==> src/rtl/spi_pkg.sv <==
// Shared types and constants for the SPI master slice.
// Contents: spi_state_t (transfer FSM states), SPI_W (bits per transfer),
//           DIV_W (width of the phase divider counter), is_ready_state().
package spi_pkg;

   localparam int unsigned SPI_W = 8;
   localparam int unsigned DIV_W = 8;

   typedef enum logic [2:0] {
      IDLE,
      LEAD,
      HIGH,
      LOW,
      TRAIL,
      BWAIT,
      GAP
   } spi_state_t;

   // States in which a new start request is accepted.
   function automatic logic is_ready_state(input spi_state_t s);
      return (s == IDLE) || (s == BWAIT);
   endfunction

endpackage

==> src/rtl/spi_clk_div.sv <==
// Phase timer for the SPI master: every FSM phase lasts CLK_DIV clk cycles.
// Ports:
//   clk     in   system clock
//   reset   in   synchronous, active-low reset
//   load    in   reload to CLK_DIV-1 (asserted on every phase entry)
//   tick_c  out  combinational, high in the last cycle of the current phase
module spi_clk_div
   import spi_pkg::*;
#(
   parameter int unsigned CLK_DIV = 4
) (
   input  logic clk,
   input  logic reset,
   input  logic load,
   output logic tick_c
);

   logic [DIV_W-1:0] cnt;

   // Down-counter; parks at zero when no phase is running.
   always_ff @(posedge clk) begin
      if (!reset) begin
         cnt <= '0;
      end else if (load) begin
         cnt <= DIV_W'(CLK_DIV - 1);
      end else if (cnt != '0) begin
         cnt <= cnt - DIV_W'(1);
      end
   end

   assign tick_c = (cnt == '0);

endmodule

==> src/rtl/spi_master.sv <==
// SPI master, mode 0 (CPOL=0, CPHA=0), MSB first, with multi-byte bursts.
// Build option: define SPI_LOOPBACK_EN to sample the registered mosi instead
// of the miso pin (pin-level outputs are identical in both builds).
// Ports:
//   clk, reset          system clock, synchronous active-low reset
//   start, burst        transfer request; burst=1 keeps slave_sel low afterwards
//   tx_data             byte to send, latched on accepted start
//   busy, ready         transfer/select active; start accepted this cycle
//   done, rx_data       1-cycle pulse with the received byte (held until next done)
//   s_clk, mosi, miso   SPI serial clock and data
//   slave_sel           active-low chip select
module spi_master
   import spi_pkg::*;
#(
   parameter int unsigned CLK_DIV = 4,
   parameter int unsigned DATA_W  = 8
) (
   input  logic             clk,
   input  logic             reset,
   input  logic             start,
   input  logic             burst,
   input  logic [SPI_W-1:0] tx_data,
   output logic             busy,
   output logic             ready,
   output logic             done,
   output logic [SPI_W-1:0] rx_data,
   output logic             s_clk,
   output logic             mosi,
   input  logic             miso,
   output logic             slave_sel
);

   // Elaboration-time parameter checks.
   if ((CLK_DIV < 2) || (CLK_DIV > 255)) begin : g_bad_clk_div
      $error("spi_master: CLK_DIV must be within 2..255");
   end
   if (DATA_W != SPI_W) begin : g_bad_data_w
      $error("spi_master: DATA_W must be 8");
   end

   spi_state_t       state;
   logic [SPI_W-2:0] tx_shift;   // remaining bits after the MSB already on mosi
   logic [SPI_W-1:0] rx_shift;
   logic [2:0]       bit_cnt;    // s_clk pulses still to follow the current one
   logic             burst_q;

   logic tick_c;
   logic accept_c;
   logic timed_c;
   logic load_c;
   logic sample_c;

`ifdef SPI_LOOPBACK_EN
   // mosi holds the current bit through the whole high phase, so the byte
   // comes back unchanged.
   logic unused_miso;
   assign unused_miso = miso;
   assign sample_c    = mosi;
`else
   assign sample_c    = miso;
`endif

   assign accept_c = start && is_ready_state(state);
   assign timed_c  = (state == LEAD) || (state == HIGH) || (state == LOW) ||
                     (state == TRAIL) || (state == GAP);
   assign load_c   = accept_c || (timed_c && tick_c);

   spi_clk_div #(
      .CLK_DIV (CLK_DIV)
   ) u_clk_div (
      .clk    (clk),
      .reset  (reset),
      .load   (load_c),
      .tick_c (tick_c)
   );

   // Transfer FSM with registered pin and handshake outputs.
   always_ff @(posedge clk) begin
      if (!reset) begin
         state     <= IDLE;
         slave_sel <= 1'b1;
         s_clk     <= 1'b0;
         mosi      <= 1'b0;
         busy      <= 1'b0;
         ready     <= 1'b1;
         done      <= 1'b0;
         rx_data   <= '0;
         tx_shift  <= '0;
         rx_shift  <= '0;
         bit_cnt   <= '0;
         burst_q   <= 1'b0;
      end else begin
         done <= 1'b0;
         case (state)
            IDLE, BWAIT: begin
               if (start) begin
                  tx_shift  <= tx_data[SPI_W-2:0];
                  burst_q   <= burst;
                  mosi      <= tx_data[SPI_W-1];
                  slave_sel <= 1'b0;
                  busy      <= 1'b1;
                  ready     <= 1'b0;
                  bit_cnt   <= 3'(SPI_W - 1);
                  state     <= LEAD;
               end
            end
            LEAD: begin
               if (tick_c) begin
                  s_clk    <= 1'b1;
                  rx_shift <= {rx_shift[SPI_W-2:0], sample_c};
                  state    <= HIGH;
               end
            end
            HIGH: begin
               // Falling edge: present the next bit unless this was the last one.
               if (tick_c) begin
                  s_clk <= 1'b0;
                  state <= LOW;
                  if (bit_cnt != 3'd0) begin
                     mosi     <= tx_shift[SPI_W-2];
                     tx_shift <= {tx_shift[SPI_W-3:0], 1'b0};
                  end
               end
            end
            LOW: begin
               if (tick_c) begin
                  if (bit_cnt != 3'd0) begin
                     s_clk    <= 1'b1;
                     rx_shift <= {rx_shift[SPI_W-2:0], sample_c};
                     bit_cnt  <= bit_cnt - 3'd1;
                     state    <= HIGH;
                  end else if (burst_q) begin
                     // Byte complete mid-burst: select stays low.
                     done    <= 1'b1;
                     rx_data <= rx_shift;
                     ready   <= 1'b1;
                     state   <= BWAIT;
                  end else begin
                     state <= TRAIL;
                  end
               end
            end
            TRAIL: begin
               if (tick_c) begin
                  slave_sel <= 1'b1;
                  done      <= 1'b1;
                  rx_data   <= rx_shift;
                  state     <= GAP;
               end
            end
            GAP: begin
               // Minimum deselect time before the next transfer.
               if (tick_c) begin
                  busy  <= 1'b0;
                  ready <= 1'b1;
                  state <= IDLE;
               end
            end
            default: begin
               state <= IDLE;
            end
         endcase
      end
   end

endmodule

==> config.mk <==
export PLATFORM = sky130hd
export DESIGN_NAME = spi_master
export DESIGN_NICKNAME = d
export VERILOG_FILES = /design/src/rtl/spi_pkg.sv /design/src/rtl/spi_clk_div.sv /design/src/rtl/spi_master.sv
export SDC_FILE = /design/constraint.sdc
export NUM_CORES = 1
export LEC_CHECK = 0
export ABC_AREA = 1
export CAP_MARGIN = 5
export CELL_PAD_IN_SITES_DETAIL_PLACEMENT = 0
export CELL_PAD_IN_SITES_GLOBAL_PLACEMENT = 2
export CORE_UTILIZATION = 28
export CTS_CLUSTER_DIAMETER = 40
export DETAILED_ROUTE_END_ITERATION = 16
export PLACE_DENSITY_LB_ADDON = 0.2
export SLEW_MARGIN = 20
export SYNTH_ARGS = -nofsm -noshare
export SYNTH_HDL_FRONTEND = slang
export SYNTH_SLANG_ARGS = --single-unit
==> constraint.sdc <==
create_clock -name clk -period 1.5 [get_ports clk]
set_input_delay 0.45 -clock clk [delete_from_list [all_inputs] [get_ports clk]]
set_output_delay 0.45 -clock clk [all_outputs]
set_load 0.01 [all_outputs]
==> summary.md <==
| Metric | Value |
|---|---|
| Run status | completed |
| Core Footprint | 7253 um2 |
| Die X | 88.44 um |
| Most frequent cells in the layout | nor2_1, dfxtp_1, buf_4, nand2_1, o21ai_1 |
| Sequential fraction of the synthesis area | 42.11% |
| Area grow syn2layout | 41.75% |
| EDFF count, synth | 0 |
| NumNets Final | 361 |
| Synth top area cells | dfxtp_1, nor2_1, o21ai_0 |
| Normalized max-slew margin | 82.60% |
| Reg area | 889.6 um2 |
| # rows | 31 |
| Worst-Margin Slew | 0.2602 ns |
| DR DRC count | 0 |
| Clock latency on the worst-skew pair | 0.31 ns |
| Setup CP Type | flip-flop to flip-flop |
| Worst clock skew | 0.01027 ns |
| Vias in the first global route | 1887 |
| # H-tree levels | 2 |
| Initial DRC count | 64 |
| Chip height | 88.44 um |
| Die area | 7821 um2 |
| Antenna diodes | 0 |
| Leakage | 1.350 nW |
| Mapped cell area | 2092 um2 |
| Num CTS Buffers | 5 |
| Clk root buf | clkbuf_8 |
| Worst Slack Setup Final | 0.05313 ns |
| Post-synth top flop | dfxtp_1 |
| WP data required | 1.74 ns |
| Vias per std cell | 4.422 |
| Overflow after GRT | 0 |
| Inst Count DP | 430 |
| CTS Sinks | 44 |
| Initial antenna violation count | 0 |
| First-pass GRT wire length | 8666 um |
| Synth Instances | 281 |
| IO Port Bufs | 26 |
| CTS max path bufs | 2 |
| Tightest Hold Check Type | flip-flop to flip-flop |
| Post-synth top area share | 42.11% |
| CTS tree | yes |
| RSZ-0062 raised after global routing | true |
| Seq cells post-synth | 44 |
| CTS clk-pin slew, worst paths | 0.10 ns |
| Routed WL per cell | 11.97 um |
| Final hold vios | 0 |
| Max_cap viols | 0 |
| DP HPWL | 3763 um |
| Peak Freq | 691.1 MHz |
| Multi-input combinational cell area | 1165 um2 |
| Post-route ant nets | 0 |
| Initial core utilization | 28.84% |
| Slew Limit Fails | 0 |
| Fraction of layout cells with a size suffix above 1 | 32.08% |
| Async set-reset flop share out of synthesis | 0% |
| Worst setup SP type | flip-flop |
| Dpl ws | -0.2863 ns |
| Wirelength, routed | 5325 um |
| Post-synthesis cell type with the largest combined area | dfxtp_1 |
| YS warnings | 0 |
| Final Setup Violations | 0 |
| Crit path DAT | 1.69 ns |
| RePlAce Congestion | 0.7592 |
| IO Count | 27 |
| Max VDD drop | 582.9 uV |
| Largest net degree at the start of global routing | 22 |
| Total Routing Usage GR | 14.71% |
| Commonest non-fill, non-tap cell in the layout | nor2_1 |
| DR vias | 1968 |
| DRT Pass-1 Iters | 4 |
| Number of fill cells | 799 |
| Synth unique cells | 32 |
| Crit path max fanout | 6 |
| Period minus WS final | 1.447 ns |
| Post-route insts no fill | 445 |
| Part of the cycle the worst path needs | 96.46% |
| Avg Cell Area, Syn | 7.445 um2 |
| Pwr dens | 2171 nW/um2 |
| Crit. End Element | flip-flop |
| Syn nets | 297 |
## final cells by class
| type | count | area share [%] |
|---|---|---|
| clock inverter | 2 | 1.308 |
| multi-input combinational | 208 | 39.28 |
| inverter | 24 | 3.544 |
| sequential | 44 | 30.00 |
| timing repair buffer | 62 | 18.90 |
| clock buffer | 6 | 2.785 |
| tap | 99 | 4.177 |
## report_power, final
| group | switching (W) | internal [W] | total, W |
|---|---|---|---|
| Combinational | 0.00192 | 0.00167 | 0.00359 |
| Clock | 0.000452 | 0.000546 | 0.000998 |
| Sequential | 0.000264 | 0.00159 | 0.00185 |
| Total | 0.00264 | 0.00380 | 0.00644 |
## worst paths after layout
kind                            cells after the start  slack [ns]                      end                          start
worst max-delay path                                9        0.05  rx_data[6]$_SDFFE_PN0P_  u_clk_div.cnt[0]$_SDFFE_PN0P_
worst min-delay path                                1        0.41  bit_cnt[0]$_SDFFE_PN0P_        bit_cnt[0]$_SDFFE_PN0P_
worst max register to register                      9        0.05  rx_data[6]$_SDFFE_PN0P_  u_clk_div.cnt[0]$_SDFFE_PN0P_
worst min register to register                      1        0.41  bit_cnt[0]$_SDFFE_PN0P_        bit_cnt[0]$_SDFFE_PN0P_
## through the flow
step	TNS, ns	utilization, %	power, W	hold WS (ns)	cell area, um2
floorplan	0	-	0.003865	0.4028	2092
global placement	-4.944	37.24	0.005014	0.4129	2701
detailed placement	-5.382	37.24	0.005015	0.4219	2701
CTS	-0.003467	38.88	0.006013	0.4357	2820
global route	-0.1610	40.88	0.006971	0.4395	2965
finish	0	40.88	0.006439	0.4125	2965
## critical path: stages, from the launching register on
cell and delay (ns):
dfxtp_2 0.33, inv_2 0.08, ha_4 0.15, nand2_4 0.07, nor2_8 0.15, nand4_1 0.14
nand2_2 0.16, buf_6 0.14, o21ai_0 0.07, nor2_1 0.08
## flip-flops by register name, summed over array words and instances, names as in the netlist
name           count
bit_cnt            3
burst_q            1
busy               1
done               1
mosi               1
ready              1
rx_data            8
rx_shift           8
s_clk              1
slave_sel          1
state              3
tx_shift           7
u_clk_div.cnt      8
## metal layers
metal	part of all wire [%]	vias up	track usage (%)
met1	51	908	19.05
met3	2.3	6	3.172
met4	1.3	0	5.279
met5	0	-	0
met2	46	19	24.13
li1	-	1035	-
## synth_stat cells (2+ instances only)
library cell	count
mux2_2	7
dfxtp_1	44
xor2_1	2
inv_1	16
nor2_1	74
a21oi_2	2
o21ai_1	2
nand3_1	10
inv_2	7
nand2_1	33
or2_2	4
nand2_2	10
o21ai_0	27
clkbuf_1	2
nor3_1	2
a21oi_1	12
nand4_1	4
nor2_2	5
buf_4	2
nor2_4	2
ha_1	3
## what timing repair did
| action | 4_1_cts | 5_1_grt |
|---|---|---|
| setup buffers | 1 | 5 |
| endpoints found under the hold margin | 0 | 0 |
| setup endpoints to repair | 47 | 39 |
| resized for setup | 17 | 51 |
| hold buffers | 0 | 0 |
| pin swaps | 1 | 11 |
| gates cloned | 0 | 1 |
## cells by family (layout without fill, tap and decap cells)
group / count (synthesis) / count (layout) / share of synthesized area, %
flops: 44 / 44 / 42.11
compound gates: 45 / 45 / 11.42
xor+xnor: 3 / 3 / 1.256
fa+ha+maj: 3 / 3 / 1.794
mux: 7 / 7 / 3.768
buf+inv: 30 / 94 / 6.340
simple gates: 149 / 150 / 33.31
Note: power is estimated with default switching activity, not from simulation.
